File: config.mk
export PLATFORM = sky130hd
export DESIGN_NAME = move_player
export DESIGN_NICKNAME = d
export VERILOG_FILES = /design/src/rtl/puzzle_pkg.sv /design/src/rtl/move_apply.sv /design/src/rtl/move_player.sv
export SDC_FILE = /design/constraint.sdc
export NUM_CORES = 1
export LEC_CHECK = 0
export CAP_MARGIN = 20
export CORE_MARGIN = 2
export CORE_UTILIZATION = 30
export DETAILED_ROUTE_END_ITERATION = 10
export SLEW_MARGIN = 10
export SYNTH_ARGS = -nofsm -noshare
export SYNTH_HDL_FRONTEND = slang
export SYNTH_HIERARCHICAL = 1
export SYNTH_SLANG_ARGS = --single-unit
File: constraint.sdc
create_clock -name clk -period 8.1 [get_ports clk]
set_clock_uncertainty 0.2 [all_clocks]
set_input_delay 0.81 -clock clk [delete_from_list [all_inputs] [get_ports clk]]
set_output_delay 0.81 -clock clk [all_outputs]
set_load 0.005 [all_outputs]
File: src/rtl/puzzle_pkg.sv
// Shared 2x3 sliding-puzzle definitions: geometry, move codes, goal board, player FSM states.
// Used by the move player and by the display block's move decode.
package puzzle_pkg;

    localparam int ROWS    = 2;
    localparam int COLS    = 3;
    localparam int CELL_W  = 3;
    localparam int NCELLS  = ROWS * COLS;
    localparam int BOARD_W = NCELLS * CELL_W;

    localparam logic [BOARD_W-1:0] GOAL = 18'o054321;

    typedef enum logic [1:0] {
        MV_UP    = 2'd0,
        MV_DOWN  = 2'd1,
        MV_LEFT  = 2'd2,
        MV_RIGHT = 2'd3
    } move_t;

    typedef enum logic [2:0] {
        ST_IDLE  = 3'd0,
        ST_LOAD  = 3'd1,
        ST_WAIT  = 3'd2,
        ST_APPLY = 3'd3,
        ST_DONE  = 3'd4,
        ST_ERR   = 3'd5
    } state_t;

endpackage

File: src/rtl/move_apply.sv
// Applies one move to a board: swaps the blank with its neighbour in direction dir.
// Purely combinational; an illegal move returns the board and blank position unchanged.
module move_apply
    import puzzle_pkg::*;
(
    input  logic [BOARD_W-1:0] board,
    input  logic [2:0]         blank_pos,
    input  logic [1:0]         dir,
    output logic [BOARD_W-1:0] next_board,
    output logic [2:0]         next_blank,
    output logic               legal
);

    logic [2:0] target;
    logic [4:0] blank_bit;
    logic [4:0] target_bit;

    always_comb begin
        legal  = 1'b0;
        target = blank_pos;
        case (move_t'(dir))
            MV_UP: begin
                legal  = (blank_pos >= 3'd3) && (blank_pos <= 3'd5);
                target = blank_pos - 3'd3;
            end
            MV_DOWN: begin
                legal  = (blank_pos <= 3'd2);
                target = blank_pos + 3'd3;
            end
            MV_LEFT: begin
                legal  = (blank_pos == 3'd1) || (blank_pos == 3'd2) ||
                         (blank_pos == 3'd4) || (blank_pos == 3'd5);
                target = blank_pos - 3'd1;
            end
            default: begin
                legal  = (blank_pos == 3'd0) || (blank_pos == 3'd1) ||
                         (blank_pos == 3'd3) || (blank_pos == 3'd4);
                target = blank_pos + 3'd1;
            end
        endcase

        blank_bit  = {2'b00, blank_pos} * 5'd3;
        target_bit = {2'b00, target} * 5'd3;
        next_board = board;
        next_blank = blank_pos;
        if (legal) begin
            next_board[blank_bit +: CELL_W]  = board[target_bit +: CELL_W];
            next_board[target_bit +: CELL_W] = '0;
            next_blank = target;
        end
    end

endmodule

File: src/rtl/move_player.sv
// Plays a latched move list onto the live board, one move per step-button edge or auto tick.
// Step edge in WAIT at cycle n updates board/num at the edge ending cycle n+1; presses outside WAIT are dropped.
module move_player
    import puzzle_pkg::*;
#(
    parameter logic [23:0] TICK_DIV  = 24'd12_000_000,
    parameter int          MAX_MOVES = 20
)(
    input  logic                   clk,
    input  logic                   rst_n,
    input  logic                   start,
    input  logic                   abort,
    input  logic [BOARD_W-1:0]     board_init,
    input  logic [2*MAX_MOVES-1:0] ord,
    input  logic [4:0]             cnt,
    input  logic                   step_btn,
    input  logic                   auto_en,
    output logic [BOARD_W-1:0]     board,
    output logic [4:0]             num,
    output logic                   busy,
    output logic                   done,
    output logic                   err,
    output logic                   solved
);

    state_t                 state;
    logic [2*MAX_MOVES-1:0] ord_q;
    logic [4:0]             cnt_q;
    logic [2:0]             blank_pos;
    logic [23:0]            tick;
    logic                   btn_flag;

    logic [2:0]             zero_cnt;
    logic                   bad_val;
    logic [2:0]             scan_pos;
    logic                   load_bad;
    logic                   step_evt;
    logic [1:0]             cur_dir;
    logic [BOARD_W-1:0]     nxt_board;
    logic [2:0]             nxt_blank;
    logic                   mv_legal;

    // Validate the incoming board while it is being latched in LOAD.
    always_comb begin
        zero_cnt = '0;
        bad_val  = 1'b0;
        scan_pos = '0;
        for (int i = 0; i < NCELLS; i++) begin
            if (board_init[i*CELL_W +: CELL_W] == '0) begin
                zero_cnt = zero_cnt + 3'd1;
                scan_pos = 3'(i);
            end
            if (board_init[i*CELL_W +: CELL_W] > 3'd5)
                bad_val = 1'b1;
        end
    end

    assign load_bad = (zero_cnt != 3'd1) || bad_val || (cnt > 5'(MAX_MOVES));
    assign step_evt = (step_btn && !btn_flag) || (auto_en && (tick == TICK_DIV - 24'd1));
    assign cur_dir  = ord_q[{num, 1'b0} +: 2];
    assign solved   = (board == GOAL);

    move_apply u_move_apply (
        .board      (board),
        .blank_pos  (blank_pos),
        .dir        (cur_dir),
        .next_board (nxt_board),
        .next_blank (nxt_blank),
        .legal      (mv_legal)
    );

    always_ff @(posedge clk or negedge rst_n) begin
        if (!rst_n) begin
            state     <= ST_IDLE;
            board     <= GOAL;
            num       <= '0;
            busy      <= 1'b0;
            done      <= 1'b0;
            err       <= 1'b0;
            tick      <= '0;
            btn_flag  <= 1'b0;
            ord_q     <= '0;
            cnt_q     <= '0;
            blank_pos <= 3'd5;
        end else begin
            // Level tracker runs in every state so a held button cannot fire on entering WAIT.
            btn_flag <= step_btn;
            if (abort) begin
                state <= ST_IDLE;
                busy  <= 1'b0;
                done  <= 1'b0;
                err   <= 1'b0;
            end else begin
                case (state)
                    ST_LOAD: begin
                        board     <= board_init;
                        ord_q     <= ord;
                        cnt_q     <= cnt;
                        blank_pos <= scan_pos;
                        tick      <= '0;
                        if (load_bad) begin
                            state <= ST_ERR;
                            busy  <= 1'b0;
                            err   <= 1'b1;
                        end else if (cnt == '0) begin
                            state <= ST_DONE;
                            busy  <= 1'b0;
                            done  <= 1'b1;
                        end else begin
                            state <= ST_WAIT;
                        end
                    end
                    ST_WAIT: begin
                        if (!auto_en || step_evt)
                            tick <= '0;
                        else
                            tick <= tick + 24'd1;
                        if (step_evt)
                            state <= ST_APPLY;
                    end
                    ST_APPLY: begin
                        tick <= '0;
                        if (mv_legal) begin
                            board     <= nxt_board;
                            blank_pos <= nxt_blank;
                            num       <= num + 5'd1;
                            if (num + 5'd1 == cnt_q) begin
                                state <= ST_DONE;
                                busy  <= 1'b0;
                                done  <= 1'b1;
                            end else begin
                                state <= ST_WAIT;
                            end
                        end else begin
                            state <= ST_ERR;
                            busy  <= 1'b0;
                            err   <= 1'b1;
                        end
                    end
                    default: begin
                        if (start) begin
                            state <= ST_LOAD;
                            busy  <= 1'b1;
                            done  <= 1'b0;
                            err   <= 1'b0;
                            num   <= '0;
                        end
                    end
                endcase
            end
        end
    end

endmodule

==> impl_metrics.yaml, run 1 <==
worst_setup_path:
  worst-path-buf-inv: 0
  worst-endpoint-arrival_ns: 5.02
  worstRegToRegCells: 14
  path_cells: "mux4_2 -> mux2i_1 -> o21ai_0 -> o21a_1 -> nand2b_1 -> fa_1 -> xnor2_1 -> mux2_4 -> a211oi_2 -> o32ai_1 -> nand2_1 -> a21oi_1 -> mux2i_1 -> o21ai_0"
  crit_path_top_delay_cell: "dfrtp_1"
  slowest_delay_ns: 0.91
  worstSetupPathType: "flop to flop"
  cp-start-kind: "flop"
  required_ns: 8.18
  end_kind: "flop"
  crit_cells: 14
  critPathTopFamily: "compound AO/OA/AOI/OAI gates"
  crit_fanout: 16
synthesis:
  synth_edf_count: 0
  synth-main-ff-cell: "dfrtp_1"
  synthSimpleGateAreaFrac: 0.174
  syn-num-nets: 750
  synth_top_area_cell: "dfrtp_1"
  synth_top_family_by_area: "compound AO/OA/AOI/OAI gates"
  avgSynthCellArea_sq_um: 9.91
  yosys-top-cells-area: "dfrtp_1 35%, mux2_2 7.9%, o21ai_0 4.6%"
  synth.distinct_cells: 82
  synth-seq-cells: 102
  yosysWarnings: 6
  synthAdderAreaFrac: 0.0335
  synth_top_area_share: 0.354
  synth_compound_area_frac: 0.176
  synth_xor_xnor_area_share: 0.0325
  ys_seq_area_frac: 0.389
  async_reset_ff_frac: 1.00
  synthCells: 664
  synth_area_sq_um: 6580
  synth_mux_area_frac: 0.160
clocking:
  htreeDepth: 3
  root_buffer: "clkbuf_16"
  cts_buffers: 9
  post_cts_resize_count: 0
  clkTransAtPathRegs_ns: 0.08
  clock-sinks: 102
  clockBufferDepth: 2
  cts_tree: "yes"
  postCtsSetupRepairBufs: 0
  postCtsHoldBufs: 0
  clock_latency_ns: 0.36
floorplan:
  die_h_microns: 152
  start_util: 0.304
  fp-row-count: 54
  io_pins: 96
  core_area_sq_um: 21700
  dieArea_sq_um: 23100
  die_w_microns: 152
power_and_ir_drop:
  power.density_nw_per_um2: 217
  leakage_nw: 3.08
  finalPower_mw: 1.75
  peakVddDrop_mv: 0.103
grt:
  grt_start_max_net_pins: 53
  grt_pass1_wl_mm: 28.9
  grtUsageTotal: 0.154
  grt_pass1_vias: 5375
  antenna_found_initial: 0
  grt-ovfl-total: 0
timing:
  hold_slack_ns: 0.291
  period_share: 0.609
  relSlewSlack: 0.423
  hold_viol: 0
  finalMaxSlewViolations: 0
  rsz0062_at_grt: "false"
  clock.fmax_mhz: 203
  tightest_slew_ns: 0.865
  fin_ws_ns: 3.16
  final.setup.tns_ns: 0
  setup_viol: 0
  fin_crit_ns: 4.94
final_layout:
  instances_no_fill: 1024
  final_cell_mix: "94 x clkdlybuf4s50_1, 93 x dfrtp_1, 71 x nand2_1"
  diodes: 0
  final_common_cell: "clkdlybuf4s50_1"
  multiInputGateArea_sq_um: 3800
  syn_to_final_growth_pct: 22.5
  final-seq-area_sq_um: 2560
  nets: 825
  drive_above_1_share: 0.153
  n_fill_cell: 2162
job:
  max-cap-violations: 0
route:
  vias: 5317
  vias_per_cell: 5.19
  drc: 0
  drt-total-wl_mm: 17.7
  first_iter_violations: 254
  dr.pass1.iters: 5
  wl_per_cell_microns: 17.3
  ant_nets: 0
placement:
  io_buffer_count: 95
  gp_congestion: 0.875
  post-dp-hpwl_mm: 12.9
  place_ws_ns: 2.95
  dp.cells: 1008
worst_hold_path:
  min_path_type: "input pin to async pin"
status:
  outcome: "finished clean"
[kinds of logic (layout without fill, tap and decap cells)]
logic type,Yosys count,after routing
flip-flops,102,102
buffers and inverters,52,132
multiplexers,85,85
adder cells (fa/ha/maj),17,17
XOR/XNOR,19,19
AO/OA/AOI/OAI,173,173
AND/OR/NAND/NOR,216,216
[per-layer routing]
| layer | global-route usage | up-vias | wire (microns) | share of wire |
|---|---|---|---|---|
| li1 | - | 2610 | - | - |
| met1 | 0.206 | 2579 | 8200 | 0.46 |
| met2 | 0.254 | 110 | 8400 | 0.47 |
| met3 | 0.0374 | 18 | 861 | 0.049 |
| met4 | 0.0378 | 0 | 236 | 0.013 |
| met5 | 0 | - | 0 | 0 |
[where the power goes]
part / total [mW] / leakage (nW) / internal (mW) / switching, mW
sequential: 0.692 / 1.27 / 0.602 / 0.0897
clock: 0.434 / 0.140 / 0.228 / 0.206
combinational: 0.622 / 1.67 / 0.314 / 0.308
[state kept, by name, indices dropped and copies added (netlist names)]
name       count
num            5
done           1
board         18
cnt_q          5
busy           1
btn_flag       1
err            1
ord_q         40
tick          24
state          3
blank_pos      3
[area by class of cell]
type	count	area share
multi-input combinational	510	0.472
sequential	102	0.318
timing repair buffer	102	0.124
tap	280	0.0435
clock buffer	11	0.0313
inverter	14	0.00652
clock inverter	5	0.00497
[through the flow]
| step | cell area [sq um] | utilization |
|---|---|---|
| finish | 8060 | 0.372 |
| floorplan | 6580 | - |
| detailed placement | 7770 | 0.358 |
| CTS | 8060 | 0.372 |
| global route | 8060 | 0.372 |
| global placement | 7770 | 0.358 |
[worst paths after layout]
check	slack, ns	to	startpoint
max	3.16	board[1]	num[0]
min	0.29	ord_q[18]	rst_n
max reg2reg	3.16	board[1]	num[0]
min reg2reg	0.30	tick[6]	tick[6]
max in group asynchronous	6.27	cnt_q[4]	rst_n
min in group clk	0.30	tick[6]	tick[6]
[Yosys cell counts, types with 6 or more instances]
| cell type | count |
|---|---|
| mux4_2 | 10 |
| clkbuf_1 | 20 |
| nor3_1 | 18 |
| dfrtp_1 | 93 |
| nand2b_1 | 9 |
| mux2i_1 | 26 |
| buf_2 | 14 |
| nand3_1 | 15 |
| nand2_1 | 71 |
| o2bb2ai_1 | 6 |
| nor2_1 | 31 |
| dfstp_2 | 9 |
| and2_1 | 10 |
| mux2_2 | 46 |
| a22o_1 | 11 |
| a31oi_1 | 16 |
| a21oi_1 | 21 |
| xnor2_1 | 9 |
| o21a_1 | 6 |
| o21ai_0 | 61 |
| nor2b_1 | 12 |
| inv_1 | 13 |
| nand4_1 | 6 |
| ha_1 | 16 |
| xor2_1 | 7 |
Note: power is estimated with default switching activity, not from simulation.
==> run 2, diff against run 1 <==
- clock period: 8.1 -> 4.6 ns (I/O delays scaled with it)
==> impl_metrics.yaml, run 2 (synthesis gave the netlist of run 1 again) <==
power_and_ir_drop:
  finalPower_mw: 3.18
  peakVddDrop_mv: 0.181
  leakage_nw: 3.20
  power.density_nw_per_um2: 385
worst_setup_path:
  cp-start-kind: "input pin"
  critPathTopFamily: "adder cells"
  worstSetupPathType: "input pin to flop"
  worst-path-buf-inv: 2
  end_kind: "flop"
  path_cells: "clkdlybuf4s50_1 -> or3_1 -> inv_1 -> ha_1 -> xnor2_4 -> ha_1 -> mux2_2 -> ha_1 -> nor4_2 -> o21ba_2 -> ha_1 -> nand2_1 -> xor2_1 -> xnor3_1 -> o311a_4 -> a311o_1"
  reg2reg_slack_ns: 0.41
  crit_fanout: 5
  cpMostUsedCell: "ha_1"
  timing.rr.start: "num[0]"
  crit_path_top_delay_cell: "xnor3_1"
  regToRegEndpoint: "board[6]"
  required_ns: 4.64
  worst-endpoint-arrival_ns: 4.36
  slowest_delay_ns: 0.42
  worstRegToRegCells: 16
timing:
  period_share: 0.939
  fin_crit_ns: 4.32
  hold_viol: 0
  final.setup.tns_ns: 0
  rsz0062_at_grt: "false"
  relSlewSlack: 0.349
  setup_viol: 0
  finalMaxSlewViolations: 0
  fin_ws_ns: 0.280
  clock.fmax_mhz: 231
  tightest_slew_ns: 0.977
job:
  max-cap-violations: 0
clocking:
  postCtsHoldBufs: 0
  root_buffer: "clkbuf_16"
  clkTransAtPathRegs_ns: 0.08
  clock-sinks: 102
  cts_buffers: 9
  postCtsSetupRepairBufs: 0
  clockBufferDepth: 2
  htreeDepth: 3
  cts_tree: "yes"
  clock_latency_ns: 0.35
route:
  drt-total-wl_mm: 17.8
  wl_per_cell_microns: 17.0
  vias: 5409
  ant_nets: 0
  dr.pass1.iters: 5
  drc: 0
  first_iter_violations: 311
  vias_per_cell: 5.18
final_layout:
  final_common_cell: "clkdlybuf4s50_1"
  final_cell_mix: "94 x clkdlybuf4s50_1, 93 x dfrtp_1, 71 x nand2_1"
  regMostFlops: "ord_q"
  nets: 845
  syn_to_final_growth_pct: 25.5
  drive_above_1_share: 0.178
  largest_reg_flops: 40
  top_regs: "ord_q (40), tick (24), board (18)"
grt:
  grt_pass1_vias: 5364
  grt-ovfl-total: 0
  antenna_found_initial: 2
  grtUsageTotal: 0.155
  grt_start_max_net_pins: 76
  grt_pass1_wl_mm: 29.2
floorplan:
  core_area_sq_um: 21700
  die_w_microns: 152
  start_util: 0.304
  die_h_microns: 152
  dieArea_sq_um: 23100
  io_pins: 96
  fp-row-count: 54
placement:
  post-dp-hpwl_mm: 13.0
  io_buffer_count: 95
  gp_congestion: 0.823
  place_ws_ns: -0.139
worst_hold_path:
  min_path_type: "input pin to async pin"
status:
  outcome: "finished clean"
run 2: cell type report:
class	count	area, sq um
fill	2147	13400
multi-input combinational	510	3820
tap	280	350
clock inverter	6	76.3
clock buffer	10	239
sequential	102	2560
antenna	1	2.50
inverter	14	52.6
timing repair buffer	122	1160
run 2: routing by layer:
metal	vias to the layer above	GRT usage	wire, microns
met4	0	0.0343	208
li1	2646	-	-
met3	14	0.0405	874
met5	-	0	0
met2	89	0.254	8490
met1	2660	0.205	8200
run 2: worst max-delay path by stage:
stage,start,endpoint,slack (ns),depth (start not counted)
6_report,board_init[3],state[1],0.28,16
2_1_floorplan,num[0],board[12],0.35,17
3_3_place_gp,board_init[5],state[1],-0.04,16
4_1_cts,board_init[4],state[1],0.23,16
5_1_grt,num[0],board[6],0.06,16
3_5_place_dp,board_init[4],state[1],-0.14,16
run 2: power breakdown:
group	internal (mW)	switching, mW	total, mW
combinational	0.590	0.569	1.16
clock	0.447	0.372	0.819
sequential	1.06	0.143	1.20
total	2.10	1.08	3.18
run 2: worst register-to-register path, stage by stage, from the launching register on:
cell and delay (ns):
dfrtp_1 0.37, buf_12 0.18, mux4_2 0.53, mux2i_1 0.17, o21ai_0 0.10, o21a_1 0.20
nand2b_1 0.18, fa_1 0.43, xnor2_1 0.31, mux2_4 0.29, a211oi_2 0.06, o32ai_1 0.35
buf_4 0.20, and2_1 0.15, a22o_1 0.16, mux2i_1 0.08, o21ai_0 0.17
run 2: what timing repair did:
action,4_1_cts,5_1_grt
resized for setup,0,2
endpoints found under the hold margin,0,0
endpoints found under the setup margin,0,4
run 2: stage by stage:
stage	hold slack, ns	util	cells	cell area (sq um)
2_1_floorplan	-0.0356	-	664	6580
3_3_place_gp	0.286	0.366	1028	7930
3_5_place_dp	0.291	0.366	1028	7930
4_1_cts	0.107	0.380	1044	8250
5_1_grt	0.135	0.381	1044	8260
6_report	0.0538	0.381	1045	8260
